[src/rtl/alu_seq.sv]
// Registered ALU with N/V/C/Z flags, valid/ready input handshake and a
// WIDTH-cycle shift-add multiplier. Single-cycle ops answer on the next cycle.
module alu_seq #(
    parameter int WIDTH = 8
) (
    input  logic             clk,
    input  logic             rst,
    input  logic             in_valid,
    output logic             in_ready,
    input  logic [3:0]       opcode,
    input  logic [WIDTH-1:0] a,
    input  logic [WIDTH-1:0] b,
    output logic             out_valid,
    output logic [WIDTH-1:0] y,
    output logic [3:0]       flags,
    output logic             illegal
);

    localparam int CNT_W = $clog2(WIDTH);
    localparam logic [CNT_W-1:0] CNT_LAST = CNT_W'(WIDTH - 1);
    localparam logic [WIDTH-1:0] W_VAL    = WIDTH'(WIDTH);
    localparam logic [WIDTH-1:0] ONE      = WIDTH'(1);

    localparam logic [3:0] OP_OR   = 4'h0;
    localparam logic [3:0] OP_AND  = 4'h1;
    localparam logic [3:0] OP_NOTA = 4'h2;
    localparam logic [3:0] OP_XOR  = 4'h3;
    localparam logic [3:0] OP_ADD  = 4'h4;
    localparam logic [3:0] OP_SUB  = 4'h5;
    localparam logic [3:0] OP_TX   = 4'h6;
    localparam logic [3:0] OP_RSH  = 4'h7;
    localparam logic [3:0] OP_LSH  = 4'h8;
    localparam logic [3:0] OP_ADC  = 4'h9;
    localparam logic [3:0] OP_SBB  = 4'hA;
    localparam logic [3:0] OP_CMP  = 4'hB;
    localparam logic [3:0] OP_ROTR = 4'hC;
    localparam logic [3:0] OP_MUL  = 4'hD;

    typedef enum logic {IDLE, BUSY} state_t;

    state_t             state_q, state_d;
    logic [CNT_W-1:0]   cnt_q, cnt_d;
    logic [2*WIDTH-1:0] mcand_q, mcand_d;
    logic [WIDTH-1:0]   mplier_q, mplier_d;
    logic [2*WIDTH-1:0] prod_q, prod_d;
    logic [WIDTH-1:0]   y_q, y_d;
    logic [3:0]         flags_q, flags_d;
    logic               out_valid_q, out_valid_d;
    logic               illegal_q, illegal_d;

    logic               accept;
    logic               c_in;
    logic [WIDTH:0]     sum_ext, diff_ext;
    logic               add_v, sub_v;
    logic               sh_zero, sh_big;
    logic [WIDTH-1:0]   rmask, lmask, rot_amt;
    logic [WIDTH-1:0]   alu_y;
    logic [3:0]         alu_flags;
    logic               alu_illegal;
    logic               alu_v, alu_c;
    logic [2*WIDTH-1:0] prod_step;
    logic               mul_hi_nz;

    assign accept = in_valid & in_ready;
    assign c_in   = flags_q[1];

    // State register
    // NOTE: every flop below is written with <= so all registers update from
    // the same pre-edge values; blocking = here would create ordering races.
    always_ff @(posedge clk) begin
        if (rst) begin
            state_q     <= IDLE;
            cnt_q       <= '0;
            mcand_q     <= '0;
            mplier_q    <= '0;
            prod_q      <= '0;
            y_q         <= '0;
            flags_q     <= '0;
            out_valid_q <= 1'b0;
            illegal_q   <= 1'b0;
        end else begin
            state_q     <= state_d;
            cnt_q       <= cnt_d;
            mcand_q     <= mcand_d;
            mplier_q    <= mplier_d;
            prod_q      <= prod_d;
            y_q         <= y_d;
            flags_q     <= flags_d;
            out_valid_q <= out_valid_d;
            illegal_q   <= illegal_d;
        end
    end

    // Next-state logic
    always_comb begin
        // NOTE: defaulting every comb output first guarantees no path leaves
        // it unassigned, which is what would otherwise infer a latch.
        state_d = state_q;
        unique case (state_q)
            IDLE: if (accept && opcode == OP_MUL) state_d = BUSY;
            BUSY: if (cnt_q == CNT_LAST)          state_d = IDLE;
            default: state_d = IDLE;
        endcase
    end

    // Output logic: ready is masked by reset so nothing is accepted during it
    always_comb begin
        in_ready = (state_q == IDLE) && !rst;
    end

    // Single-cycle ALU
    always_comb begin
        sum_ext  = {1'b0, a} + {1'b0, b} + {{WIDTH{1'b0}}, (opcode == OP_ADC) & c_in};
        diff_ext = {1'b0, a} - {1'b0, b} - {{WIDTH{1'b0}}, (opcode == OP_SBB) & c_in};
        add_v    = (a[WIDTH-1] == b[WIDTH-1]) && (sum_ext[WIDTH-1] != a[WIDTH-1]);
        sub_v    = (a[WIDTH-1] != b[WIDTH-1]) && (diff_ext[WIDTH-1] != a[WIDTH-1]);
        sh_zero  = (b == '0);
        sh_big   = (b >= W_VAL);
        // Masks select the last bit shifted out: a[b-1] right, a[WIDTH-b] left
        rmask    = ONE << (b - ONE);
        lmask    = ONE << (W_VAL - b);
        rot_amt  = b % W_VAL;

        alu_y       = '0;
        alu_v       = 1'b0;
        alu_c       = c_in;
        alu_illegal = 1'b0;

        case (opcode)
            OP_OR:   alu_y = a | b;
            OP_AND:  alu_y = a & b;
            OP_NOTA: alu_y = ~a;
            OP_XOR:  alu_y = a ^ b;
            OP_TX:   alu_y = b;
            OP_ADD, OP_ADC: begin
                alu_y = sum_ext[WIDTH-1:0];
                alu_c = sum_ext[WIDTH];
                alu_v = add_v;
            end
            OP_SUB, OP_SBB: begin
                alu_y = diff_ext[WIDTH-1:0];
                alu_c = diff_ext[WIDTH];
                alu_v = sub_v;
            end
            OP_CMP: begin
                alu_y = a;
                alu_c = diff_ext[WIDTH];
                alu_v = sub_v;
            end
            OP_RSH: begin
                alu_c = 1'b0;
                if (sh_zero)     alu_y = a;
                else if (!sh_big) begin
                    alu_y = a >> b;
                    alu_c = |(a & rmask);
                end
            end
            OP_LSH: begin
                alu_c = 1'b0;
                if (sh_zero)     alu_y = a;
                else if (!sh_big) begin
                    alu_y = a << b;
                    alu_c = |(a & lmask);
                end
            end
            OP_ROTR: alu_y = (a >> rot_amt) | (a << (W_VAL - rot_amt));
            default: alu_illegal = 1'b1;
        endcase

        if (alu_illegal)
            alu_flags = flags_q;
        else if (opcode == OP_CMP)
            alu_flags = {diff_ext[WIDTH-1], alu_v, alu_c, diff_ext[WIDTH-1:0] == '0};
        else
            alu_flags = {alu_y[WIDTH-1], alu_v, alu_c, alu_y == '0};
    end

    // Datapath: result registers and the shift-add multiplier
    always_comb begin
        prod_step = prod_q + (mplier_q[0] ? mcand_q : '0);
        mul_hi_nz = |prod_step[2*WIDTH-1:WIDTH];

        cnt_d       = cnt_q;
        mcand_d     = mcand_q;
        mplier_d    = mplier_q;
        prod_d      = prod_q;
        y_d         = y_q;
        flags_d     = flags_q;
        illegal_d   = illegal_q;
        out_valid_d = 1'b0;

        unique case (state_q)
            IDLE: begin
                if (accept) begin
                    if (opcode == OP_MUL) begin
                        mcand_d  = {{WIDTH{1'b0}}, a};
                        mplier_d = b;
                        prod_d   = '0;
                        cnt_d    = '0;
                    end else begin
                        y_d         = alu_y;
                        flags_d     = alu_flags;
                        illegal_d   = alu_illegal;
                        out_valid_d = 1'b1;
                    end
                end
            end
            BUSY: begin
                prod_d   = prod_step;
                mcand_d  = mcand_q << 1;
                mplier_d = mplier_q >> 1;
                cnt_d    = cnt_q + CNT_W'(1);
                if (cnt_q == CNT_LAST) begin
                    cnt_d       = '0;
                    y_d         = prod_step[WIDTH-1:0];
                    flags_d     = {prod_step[WIDTH-1], mul_hi_nz, mul_hi_nz,
                                   prod_step[WIDTH-1:0] == '0};
                    illegal_d   = 1'b0;
                    out_valid_d = 1'b1;
                end
            end
            default: ;
        endcase
    end

    assign out_valid = out_valid_q;
    assign y         = y_q;
    assign flags     = flags_q;
    assign illegal   = illegal_q;

endmodule

[config.mk]
export PLATFORM = sky130hd
export DESIGN_NAME = alu_seq
export DESIGN_NICKNAME = d
export VERILOG_FILES = /design/src/rtl/alu_seq.sv
export SDC_FILE = /design/constraint.sdc
export NUM_CORES = 1
export LEC_CHECK = 0
export CELL_PAD_IN_SITES_DETAIL_PLACEMENT = 0
export CELL_PAD_IN_SITES_GLOBAL_PLACEMENT = 1
export CORE_UTILIZATION = 41
export DETAILED_ROUTE_END_ITERATION = 10
export PLACE_DENSITY = 0.81
export SYNTH_ARGS = -nofsm -noshare
export SYNTH_HDL_FRONTEND = slang
export SYNTH_SLANG_ARGS = --single-unit
[constraint.sdc]
create_clock -name clk -period 5.1 [get_ports clk]
set_input_delay 1.53 -clock clk [delete_from_list [all_inputs] [get_ports clk]]
set_output_delay 1.53 -clock clk [all_outputs]
set_load 0.02 [all_outputs]
; Word-level counts from Yosys, hierarchy flattened
; Cells that the tools add are included.
[totals]
regBits = 58
latch_bits = 0
ram_bits = 0
romBits = 0
in_bits = 23
wordCells = 126
memories = 0
[classes]
addsub = 9
multipliers = 0
div_mod_pow = 0
n_lt_le_gt_ge = 1
eq_ne = 23
shifts = 6
n_mux = 47
bitwise = 11
n_reduce_logical = 20
[op_table]
columns = op, count
row1 = $pmux W8 S11, 1
row2 = $mux W16, 5
row3 = $mux W8, 9
row4 = $pmux W16 S2, 2
row5 = $logic_not A8 Y1, 4
row6 = $pmux W8 S2, 2
row7 = $and A8 B8 Y8, 3
row8 = $eq A4 B4 Y1 const B, 6
row9 = $reduce_or A8 Y1, 3
row10 = $mux W4, 5
row11 = $add A16 B16 Y16, 1
row12 = $eq A4 B3 Y1 const B, 4
row13 = $or A8 B8 Y8, 2
row14 = $shl A1 B8 Y8 const A, 2
row15 = $shl A8 B8 Y8, 2
row16 = $mux W1, 13
row17 = $reduce_or A13 Y1, 1
row18 = $add A8 B8 Y9, 1
row19 = $add A9 B1 Y9, 1
row20 = $mux W3, 3
row21 = $sub A8 B8 Y9, 1
row22 = $sub A9 B1 Y9, 1
row23 = $eq A4 B2 Y1 const B, 2
row24 = $ge A8 B4 Y1 const B, 1
row25 = 28 further kinds, 42

; Depth between registers and ports, before layout
; Gate-level depths: netlist (run 1).
[logic_depth]
depth_word = 12
ltp_mapped = 16

; Worst setup path before layout (run 1)
; OpenSTA, ideal clock, no wires.
[synth_timing]
path_type = input port to flip-flop
from = input b[0]
to = register flags_q[0] (netlist: flags[0])
setup_ps = 79
t_arrival_ps = 4835
required_time_ps = 5021
slack_ps = 185
path_stages = 16
path_buffers = 4
cell_sequence = buf_6 buf_12 buf_6 buf_2 inv_1 fa_1 inv_1 ha_1 o21ai_0 a311oi_1 a21o_1 a21oi_1 xor2_1 o221ai_1 or4_1 a211oi_2
[synth_between]
elab_chain_cells = 10
elab_cells_between_ends = 27
[synth_rtl]
columns = element, line_no
row1 = start: declaration, 12  ; input logic [WIDTH-1:0] b,
row2 = branches (longest 5 deep; another with $sub A8 B8 Y9), n/a
row3 = $mux W4 *, 172  ; else if (opcode == OP_CMP)
row4 = $mux W4 *, 170  ; if (alu_illegal)
row5 = $mux W4 *, 195  ; if (opcode == OP_MUL) begin
row6 = $mux W4 *, 194  ; if (accept) begin
row7 = $pmux W4 S2 *, 192  ; unique case (state_q)
row8 = end signal: assignment, 88  ; flags_q <= flags_d;
row9 = end: declaration, 47  ; logic [3:0] flags_q, flags_d;
; Every way passes the cells marked *. The select of a mux whose other input is x is not followed.
; A chain may end at the register's enable or synchronous reset.

; Final worst setup path (run 1)
[layout_timing]
from = input opcode[3]
to = register flags_q[0] (netlist: flags[0])
[layout_between]
elab_chain_cells = 10
elab_cells_between_ends = 32
[layout_rtl]
columns = element, line_no
row1 = start: declaration, 10  ; input logic [3:0] opcode,
row2 = $eq A4 B4 Y1 (on tied branches), "114, 129, 113"
row3 = $and A1 B1 Y1 (on tied branches), "114, 113"
row4 = $sub A9 B1 Y9 / $add A9 B1 Y9 (equally long branches), "114, 113"
row5 = $pmux W8 S11, 129  ; case (opcode)
row6 = $logic_not A8 Y1, 175  ; alu_flags = {alu_y[WIDTH-1], alu_v, alu_c, alu_y == '0};
row7 = $mux W4, 172
row8 = $mux W4, 170
row9 = $mux W4, 195
row10 = $mux W4, 194
row11 = $pmux W4 S2, 192
; Several ways; a longest one is shown, not always the timed one. The select of a mux whose other input is x is not followed.

==> results of run 1 <==
## power by group through the flow
stage	logic, mW	clock network [mW]	registers (mW)
4_1_cts	0.472	0.599	0.467
2_1_floorplan	0.289	0	0.482
6_report	0.485	0.587	0.467
5_1_grt	0.519	0.619	0.467
3_5_place_dp	0.470	0	0.476
3_3_place_gp	0.472	0	0.476
## critical path, delay by kind of cell
family,cells,cell delay (ns)
adder cells (fa/ha/maj),2,0.85
buffers and inverters,1,0.51
AO/OA/AOI/OAI,6,1.42
AND/OR/NAND/NOR,4,0.81
## metal layers
layer | track usage | routed length, um | vias up
li1 | - | - | 3228
met1 | 0.3888 | 10000 | 3125
met2 | 0.3824 | 8726 | 302
met3 | 0.05736 | 1923 | 32
met4 | 0.07143 | 383 | 0
met5 | 0 | 0 | -
## cell type report
type	count	area, um2	area share
repair buffers	101	840.8	0.1126
clock inverters	6	57.56	0.007708
clock buffers	10	229.0	0.03066
multi-input cells	700	4807	0.6438
flip-flops and latches	58	1162	0.1557
inverters	36	135.1	0.01810
well taps	188	235.2	0.03150
## sequential cells by signal (all words and copies together) (netlist names), 3 cells and up
name and count:
prod_q 16, mcand_q 16, y 8, flags 4, mplier_q 8, cnt_q 3
## how the worst max path moves through the flow
stage                   start                    end  cells past startpoint
floorplan                b[0]  flags[0]$_SDFFE_PP0P_                     16
global placement    opcode[3]  flags[0]$_SDFFE_PP0P_                     13
detailed placement  opcode[3]  flags[0]$_SDFFE_PP0P_                     13
CTS                 opcode[3]  flags[0]$_SDFFE_PP0P_                     13
global route        opcode[3]  flags[0]$_SDFFE_PP0P_                     14
finish              opcode[3]  flags[0]$_SDFFE_PP0P_                     13
## Yosys cell counts (all sizes together) (9+ instances only)
cell    instances  area [um2]
buf            24       135.1
o21ai          32       160.1
o211ai         13       102.6
and3           21       131.4
dfxtp          58        1161
xnor2          12       105.1
nand2b         21       131.4
mux4           12       274.0
nor2b          17       106.4
a21oi          88       440.4
mux2i          14       140.1
nor2           87       326.6
inv            36       135.1
a31oi          13       81.33
nor3           20       105.1
clkbuf         42       157.7
xor2           17       148.9
nand3          26       135.1
ha             49       613.1
nand2          82       307.8
a21o            9       67.56
and2           20       125.1
## cells by family (layout without fill, tap and decap cells)
group / after synthesis / count (layout) / synth area share
XOR/XNOR: 29 / 29 / 0.03977
AND/OR/NAND/NOR: 334 / 334 / 0.2606
buffers and inverters: 102 / 153 / 0.06701
adder cells (fa/ha/maj): 54 / 54 / 0.1117
flip-flops: 58 / 58 / 0.1818
multiplexers: 31 / 31 / 0.07484
AO/OA/AOI/OAI: 252 / 252 / 0.2643
==> key figures, run 1 <==
Place
  • I/O Buffers: 37
  • Placer Congestion: roughly 0.99
  • DP Area: 0.007176 mm2
  • Final HPWL from detailed placement: 15430 um
  • DP Cell Count: 1083
  • Pre-CTS WS: -0.1836 ns

STA
  • Final Cycle Share: 0.9564
  • Tmin final: a little under 5 ns
  • Final Hold Vio Count: 0
  • Slew @ Worst Pin: 0.8170 ns
  • Setup_tns: 0 ns
  • Hold slack: approximately 0.46 ns
  • RSZ-0062 raised after global routing: no
  • Final setup vio count: 0
  • Slew Viols, Final: 0
  • Final worst slack: around 0.22 ns
  • Max_slew headroom: 0.4496
  • Highest clock rate: 205.0 MHz
  • Clock Skews: 0.007471 ns

Synth
  • Ys async rst share: 0
  • Synth Register Bits: 58
  • Sequential share of the synthesized area: 0.1818
  • Synthesized net count: around 940
  • Mapped Area: between 0.006 and 0.007 mm2
  • Syn Inst Count: 860
  • Syn. warnings: 0
  • Syn_area_per_cell: 7.426 um2
  • Main synth FF type: dfxtp_1
  • EDFF count, synth: 0
  • Synth cell types: 79

Die
  • I/O pin count: 38
  • Core Region: between 0.015 and 0.02 mm2
  • Die Wd: 126.8 um
  • Die area: 0.01608 mm2
  • Row count: 45
  • Die H: 126.8 um
  • Initial core utilization: 0.4201

Clocking
  • Worst-path clk slew: 0.05 ns
  • Clock Sink Count: 58
  • H-Tree Depth: 3
  • CTS tree: built
  • Total CTS buffers: 9
  • Hold bufs inserted after CTS: 0
  • Worst-Skew Late Latency: 0.34 ns
  • CTS Buffer Depth: 2
  • Cts repair resizes: 0
  • Root buffer cell: clkbuf_16
  • Postcts setup bufs: 0

Pwr
  • Total net switching power: 495.3 uW
  • Internal: 1.043 mW
  • Worst vdd ir: 122.0 uV
  • Total Power: 1.539 mW
  • PwrDens: roughly 210 mW/mm2
  • Clock network fraction of total power: 0.381
  • Sw Share: 0.3219
  • Combinational share of power: 0.315
  • Register share of total power: 0.303
  • Pleak: 3.115 nW

Worst setup path
  • FF-to-FF Start: mplier_q[0]$_SDFFE_PP0P_
  • Worst Setup Path Type: input port to flop
  • CP max stage delay: roughly 0.51 ns
  • Max FO, Critical Path: 3
  • CP Cell Sequence: clkdlybuf4s50_1, nor2b_1, nand3_1, fa_1, fa_1, o21ai_0, a2bb2oi_1, a2111oi_0, o211ai_1, a211oi_2, nand3_1, or4_1, a211oi_2
  • RR Endpoint: flags[2]$_SDFFE_PP0P_
  • Crit end category: flop
  • R2R cell count: 11
  • Req. time, crit path: 5.35 ns
  • Register-to-register setup slack: approximately 1.6 ns
  • Data arrival time of the critical path: 5.13 ns
  • Slowest cell on crit path: clkdlybuf4s50_1
  • Type of origin of the critical path: input port

Cells and area
  • Antenna diode count: 0
  • Share of cells above drive strength 1: 0.1284
  • Area growth from synthesis to layout: 16.93%
  • Commonest cells after routing, fill and taps aside: a21oi_1, nor2_1, nand2_1, buf_4, dfxtp_1
  • Fin nets: 983
  • Final Instance Area: 0.007467 mm2
  • Fillers: 1534
  • Commonest non-fill, non-tap cell in the layout: a21oi_1
  • Finished Layout Cells: 1099
  • Final Util: 0.4912

Detailed routing
  • WL/cell: 19.14 um
  • Antenna Violating Nets Remaining: 0
  • Initial DRC Count: 662
  • DR pass1 iterations: 5
  • Drc violations: 0
  • Via count: 6687
  • WL final: 21040 um
  • DR vias/cell: 6.085

Global route
  • Vias in the first global route: around 6000
  • First-pass GRT wire length: around 33000 um
  • All-layer global routing usage: 0.2637
  • Largest net degree at the start of global routing: 69
  • Initial antenna violation count: 0
  • Total global routing overflow: 0

Outcome
  • Status: finished clean

Job
  • Max_cap viols: 0

Min path
  • HP Class: flop to flop
  • WHS Path Cells: 2
  • End of the worst hold path: illegal$_SDFFE_PP0P_
  • Min-delay src: illegal$_SDFFE_PP0P_
No activity file was read; power rests on OpenSTA's default activity.
==> run 2, diff against run 1 <==
ABC_CLOCK_PERIOD_IN_PS = 5100   (was default)
==> results of run 2 <==
Final layout, timing and power as in run 1 (identical DEF).
==> run 3, diff against run 2 <==
ABC_CLOCK_PERIOD_IN_PS = 4700   (was 5100)
CORE_UTILIZATION = 46   (was 41)
PLACE_DENSITY = 0.86   (was 0.81)
clock period = 4.7 ns   (was 5.1 ns; I/O delays follow)
==> key figures, run 3 (synthesis gave the netlist of run 1 again) <==
Outcome
  • Status: finished clean

Global route
  • Met1 usage: 0.4165
  • Initial antenna violation count: 0
  • Largest net degree at the start of global routing: 69
  • GR Util met3: 0.04183
  • First-pass GRT wire length: 35910 um
  • Total global routing overflow: 0
  • All-layer global routing usage: 0.3191
  • Met2 GRT Util: 0.5368
  • Vias in the first global route: 6567
  • GRT Max-Usage Layer: met2

Cells and area
  • Antenna diode count: 0
  • Commonest non-fill, non-tap cell in the layout: buf_4
  • Commonest cells after routing, fill and taps aside: buf_4, nor2_1, a21oi_1, nand2_1, dfxtp_1
  • Largest registers: mcand_q: 16 flops, prod_q: 16 flops
  • Register area: 0.001162 mm2
  • Share of cells above drive strength 1: 0.1693
  • Fillers: 1259
  • Fin nets: 1011
  • Multi-input gate area: 0.004892 mm2
  • Area growth from synthesis to layout: 21.83%

Worst setup path
  • Worst Setup Path Type: input port to flop
  • Type of origin of the critical path: input port
  • Slowest cell on crit path: a2111oi_0
  • Data arrival time of the critical path: between 4 and 5 ns
  • Req. time, crit path: around 5.0 ns
  • CP max stage delay: ~0.79 ns
  • CP Cell Sequence: clkdlybuf4s50_1, inv_1, ha_1, buf_4, inv_1, o21ai_0, a311oi_1, a21o_1, a221oi_1, a2111oi_0, buf_4, o21ai_1, a31oi_1
  • Crit end category: flop
  • Max FO, Critical Path: 10

STA
  • Max_slew headroom: 0.2644
  • Tmin final: roughly 4.5 ns
  • Clock Skews: roughly 0.0055 ns
  • Final Cycle Share: 0.9551
  • RSZ-0062 raised after global routing: no
  • Setup_tns: 0 ns
  • Slew Viols, Final: 0
  • Final Hold Vio Count: 0
  • Slew @ Worst Pin: around 1.1 ns
  • Final setup vio count: 0
  • Hold slack: 0.4612 ns
  • Final worst slack: ~0.21 ns
  • Highest clock rate: 222.8 MHz

Die
  • I/O pin count: 38
  • Die H: 119.8 um
  • Core Region: about 0.013 mm2
  • Initial core utilization: 0.4766
  • Die Wd: 119.8 um
  • Die area: about 0.014 mm2
  • Row count: 42

Detailed routing
  • DR pass1 iterations: 5
  • WL/cell: 20.27 um
  • Antenna Violating Nets Remaining: 0
  • DR vias/cell: 6.259
  • Via count: ~7000
  • WL final: 22600 um
  • Initial DRC Count: slightly below 700
  • Drc violations: 0

Job
  • Max_cap viols: 0

Clocking
  • Hold bufs inserted after CTS: 0
  • Worst-Skew Late Latency: approximately 0.33 ns
  • Root buffer cell: clkbuf_16
  • Worst-path clk slew: 0.05 ns
  • CTS Buffer Depth: 2
  • Total CTS buffers: 9
  • CTS tree: built
  • H-Tree Depth: 3
  • Clock Sink Count: 58

Pwr
  • PwrDens: around 230 mW/mm2
  • Worst vdd ir: between 150 and 200 uV
  • Pleak: 3.321 nW
  • Total Power: 1.751 mW

Min path
  • HP Class: flop to flop

Place
  • Pre-CTS WS: -0.4325 ns
  • I/O Buffers: 37
  • Final HPWL from detailed placement: 16780 um
  • Placer Congestion: 0.9949
-- run 3: where the power goes --
group	internal, mW	leakage [nW]	switching (mW)
Clock	0.437	0.145	0.227
Combinational	0.262	2.71	0.318
Sequential	0.501	0.469	0.00545
Total	1.20	3.32	0.550
-- run 3: routing by layer --
metal / routed length (um) / vias up
met5: 0 / -
met4: 626 / 0
met3: 1281 / 36
met2: 10720 / 286
met1: 9970 / 3369
li1: - / 3288
-- run 3: worst max-delay path, delay by kind of cell --
family	cells	cell delay [ns]
fa+ha+maj	1	0.25
buf+inv	5	1.13
compound gates	7	1.95
-- run 3: final cells by class --
class | instances | area share
timing repair buffer | 129 | 0.1367
inverter | 36 | 0.01737
sequential | 58 | 0.1494
clock inverter | 4 | 0.006433
multi-input combinational | 700 | 0.6288
tap | 176 | 0.02830
clock buffer | 12 | 0.03297
-- run 3: through the flow --
| step | util | instances | cell area (um2) |
|---|---|---|---|
| floorplan | - | 860 | 6389 |
| global placement | 0.5484 | 1096 | 7348 |
| detailed placement | 0.5484 | 1096 | 7348 |
| CTS | 0.5730 | 1112 | 7679 |
| global route | 0.5806 | 1115 | 7780 |
| finish | 0.5806 | 1115 | 7780 |
-- run 3: final timing paths --
check	slack (ns)	cells after the start	startpoint	to
worst min-delay path	0.46	2	illegal$_SDFFE_PP0P_	illegal$_SDFFE_PP0P_
worst min register to register	0.46	2	illegal$_SDFFE_PP0P_	illegal$_SDFFE_PP0P_
worst max register to register	1.02	11	mplier_q[0]$_SDFFE_PP0P_	flags[2]$_SDFFE_PP0P_
worst max-delay path	0.21	13	b[1]	flags[1]$_SDFFE_PP0P_
-- run 3: what timing repair did --
| action | in CTS | in global routing |
|---|---|---|
| gates resized for setup | 6 | 20 |
| pin swaps | 0 | 13 |
| setup endpoints to repair | 1 | 4 |
| buffers inserted | 0 | 3 |
| cloned | 0 | 0 |
==> RTL change (settings of run 3) <==
Remove the case item `OP_RSH` of the case on `opcode`.
--- a/src/rtl/alu_seq.sv
+++ b/src/rtl/alu_seq.sv
@@ -147,14 +147,6 @@
                 alu_c = diff_ext[WIDTH];
                 alu_v = sub_v;
             end
-            OP_RSH: begin
-                alu_c = 1'b0;
-                if (sh_zero)     alu_y = a;
-                else if (!sh_big) begin
-                    alu_y = a >> b;
-                    alu_c = |(a & rmask);
-                end
-            end
             OP_LSH: begin
                 alu_c = 1'b0;
                 if (sh_zero)     alu_y = a;
Formal check against the unedited RTL: not equivalent (Yosys sat finds a counterexample within 4 cycles, from zero or initial values and one cycle with rst high).
==> RTL change against run 3 <==
- utilization shrank 3.4 points
- maximum frequency shrank 0.13%
- highest routed layer unchanged
- area after synthesis shrank 2.4%
- wire length shrank 8.3%
- setup slack lost 0.0059 ns
- critical path depth grew 1
- cell area shrank 7.0%
- total power shrank 3.1%
- sequential cell count is the same
- die area shrank 2.3%
==> RTL change: results (changes against run 3) <==
Status
  • Outcome: finished, final reports clean (unchanged)

Clocking
  • Clock Latency Late Sink: 0.33 ns (about the same)
  • # H-tree levels: 3 (unchanged)
  • Num CTS Buffers: 9 (unchanged)
  • Gates resized, CTS repair: 0 (was 6)
  • Bufs on Longest Clock Path: 2 (unchanged)
  • Root Driver: clkbuf_16 (unchanged)
  • Clock transition at path regs: 0.05 ns (about the same)
  • Post-CTS Setup Repair Bufs: 0 (unchanged)

Drt
  • Vias/cell: 6.24 (was 6.26)
  • Antenna-violating nets left: 0 (unchanged)
  • Pre-antenna DRT Iters: 5 (unchanged)
  • DR iter-0 viols: 601 (was 696)
  • DR WL/cell: 20.5 µm (was 20.3 µm)

Power and ir drop
  • Max IR drop VDD: 0.152 mV (was 0.156 mV)
  • Static leakage: 3.09 nW (was 3.32 nW)

Global routing
  • Initial antenna violation count: 0 (unchanged)
  • Total track usage: 0.298 (was 0.319)
  • Largest net degree at the start of global routing: 62 (was 69)
  • First-pass GRT wire length: 32,700 µm (was 35,900 µm)
  • Vias in the first global route: 6,016 (was 6,567)

Logic synthesis
  • Ys flop type: dfxtp_1 (unchanged)
  • Mapped Avg Cell Area: 7.88 µm² (was 7.43 µm²)
  • Warnings from Yosys: 0 (unchanged)
  • Top post-synthesis cells by area: dfxtp_1, ha_1, a21oi_1, nor2_1, mux4_2 (was dfxtp_1, ha_1, a21oi_1, nor2_1, nand2_1)
  • Net count after synthesis: 868 (was 937)
  • Async SR Flop Fraction: 0 (unchanged)
  • Yosys cell types: 92 (was 79)
  • Register area share after synthesis: 0.186 (was 0.182)
  • Commonest cells in the netlist: nor2_1, a21oi_1, dfxtp_1 (was a21oi_1, nor2_1, nand2_1)

Critical path
  • Slowest-stage cell, CP: or3b_2 (was a2111oi_0)
  • Largest delay share family, worst path: simple AND/OR/NAND/NOR gates (was compound AO/OA/AOI/OAI gates)
  • CP Max Fanout: 3 (was 10)
  • WP data arrival: 4.72 ns (was 4.75 ns)
  • Slowest stage delay, CP: 0.47 ns (was 0.79 ns)

Hold path
  • Worst Hold Class: flip-flop to flip-flop (unchanged)

Finish
  • Filler instances: 1,261 (was 1,259)
  • Share of layout cells above drive strength 1: 0.134 (was 0.169)
  • # diodes: 0 (unchanged)
  • Final net count: 909 (was 1,011)
  • Largest regs: mcand_q (16), prod_q (16) (unchanged)
  • Non-Filler Instances: 1,013 (was 1,115)

Placement
  • RePlAce Congestion: 0.943 (was 0.995)
  • HPWL Detailed: 15,700 µm (was 16,800 µm)
  • DP Cell Count: 997 (was 1,096)
  • Buffers on Ports: 37 (unchanged)
  • Placed Area: 0.00691 mm² (was 0.00735 mm²)

STA
  • Clock skew: 0.00644 ns (was 0.00545 ns)
  • Worst relative slew slack: 0.434 (was 0.264)
[RTL change: changes by cell type in the layout (fill, tap and decap cells not counted), sizes merged, moves of 10 or more]
cell,run 3,this run
a21oi,88,74
nand2,82,50
mux2i,14,24
a211oi,8,22
nand2b,21,7
buf,94,54
[RTL change: per-stage QoR]
| step | setup slack [ns] | utilization | hold WS, ns |
|---|---|---|---|
| floorplan | 0.441 | - | 0.436 |
| global placement | -0.0767 | 0.522 | 0.440 |
| detailed placement | -0.134 | 0.522 | 0.451 |
| CTS | 0.203 | 0.546 | 0.460 |
| global route | 0.0190 | 0.546 | 0.491 |
| finish | 0.205 | 0.546 | 0.457 |
[RTL change: logic make-up after synthesis]
family / Yosys count / synth area share
muxes: 41 / 0.0933
DFF: 58 / 0.186
and+or+nand+nor: 292 / 0.245
xor gates and xnor gates: 23 / 0.0323
adders and majority gates: 55 / 0.116
AOI/OAI and AO/OA: 231 / 0.257
buffers and inverters: 91 / 0.0698
[RTL change: final timing paths]
kind / start / to / slack [ns] / cells past startpoint
hold reg to reg: y[1]$_SDFFE_PP0P_ / y[1]$_SDFFE_PP0P_ / 0.46 / 2
hold / removal: y[1]$_SDFFE_PP0P_ / y[1]$_SDFFE_PP0P_ / 0.46 / 2
setup / recovery: opcode[2] / y[6]$_SDFFE_PP0P_ / 0.20 / 14
setup reg to reg: mplier_q[0]$_SDFFE_PP0P_ / flags[1]$_SDFFE_PP0P_ / 1.01 / 11
[RTL change: routing by layer]
metal / GRT usage / part of all wire / up-vias
met5: 0 / 0 / -
li1: - / - / 3002
met4: 0.134 / 0.040 / 0
met1: 0.377 / 0.43 / 3042
met3: 0.0386 / 0.051 / 48
met2: 0.507 / 0.48 / 227
[RTL change: where the power goes]
group,leakage (nW),switching (W),internal [W]
Clock,0.154,0.000225,0.000467
Combinational,2.47,0.000286,0.000210
Sequential,0.469,0.00000693,0.000501
[RTL change: final cells by class]
cell class | instances | share of cell area
Clock inverter | 3 | 0.00622
Sequential cell | 58 | 0.161
Clock buffer | 13 | 0.0387
Timing Repair Buffer | 90 | 0.107
Inverter | 31 | 0.0161
Multi-Input combinational cell | 642 | 0.641
Tap cell | 176 | 0.0304
[RTL change: worst reg2reg max path: cells and delay by family (launching register included)]
family                   cells  cell delay [ns]
flip-flops                   1             0.29
XOR/XNOR                     1             0.21
AND/OR/NAND/NOR              1             0.16
AO/OA/AOI/OAI                6             2.03
adder cells (fa/ha/maj)      2             0.67
buffers and inverters        1             0.17
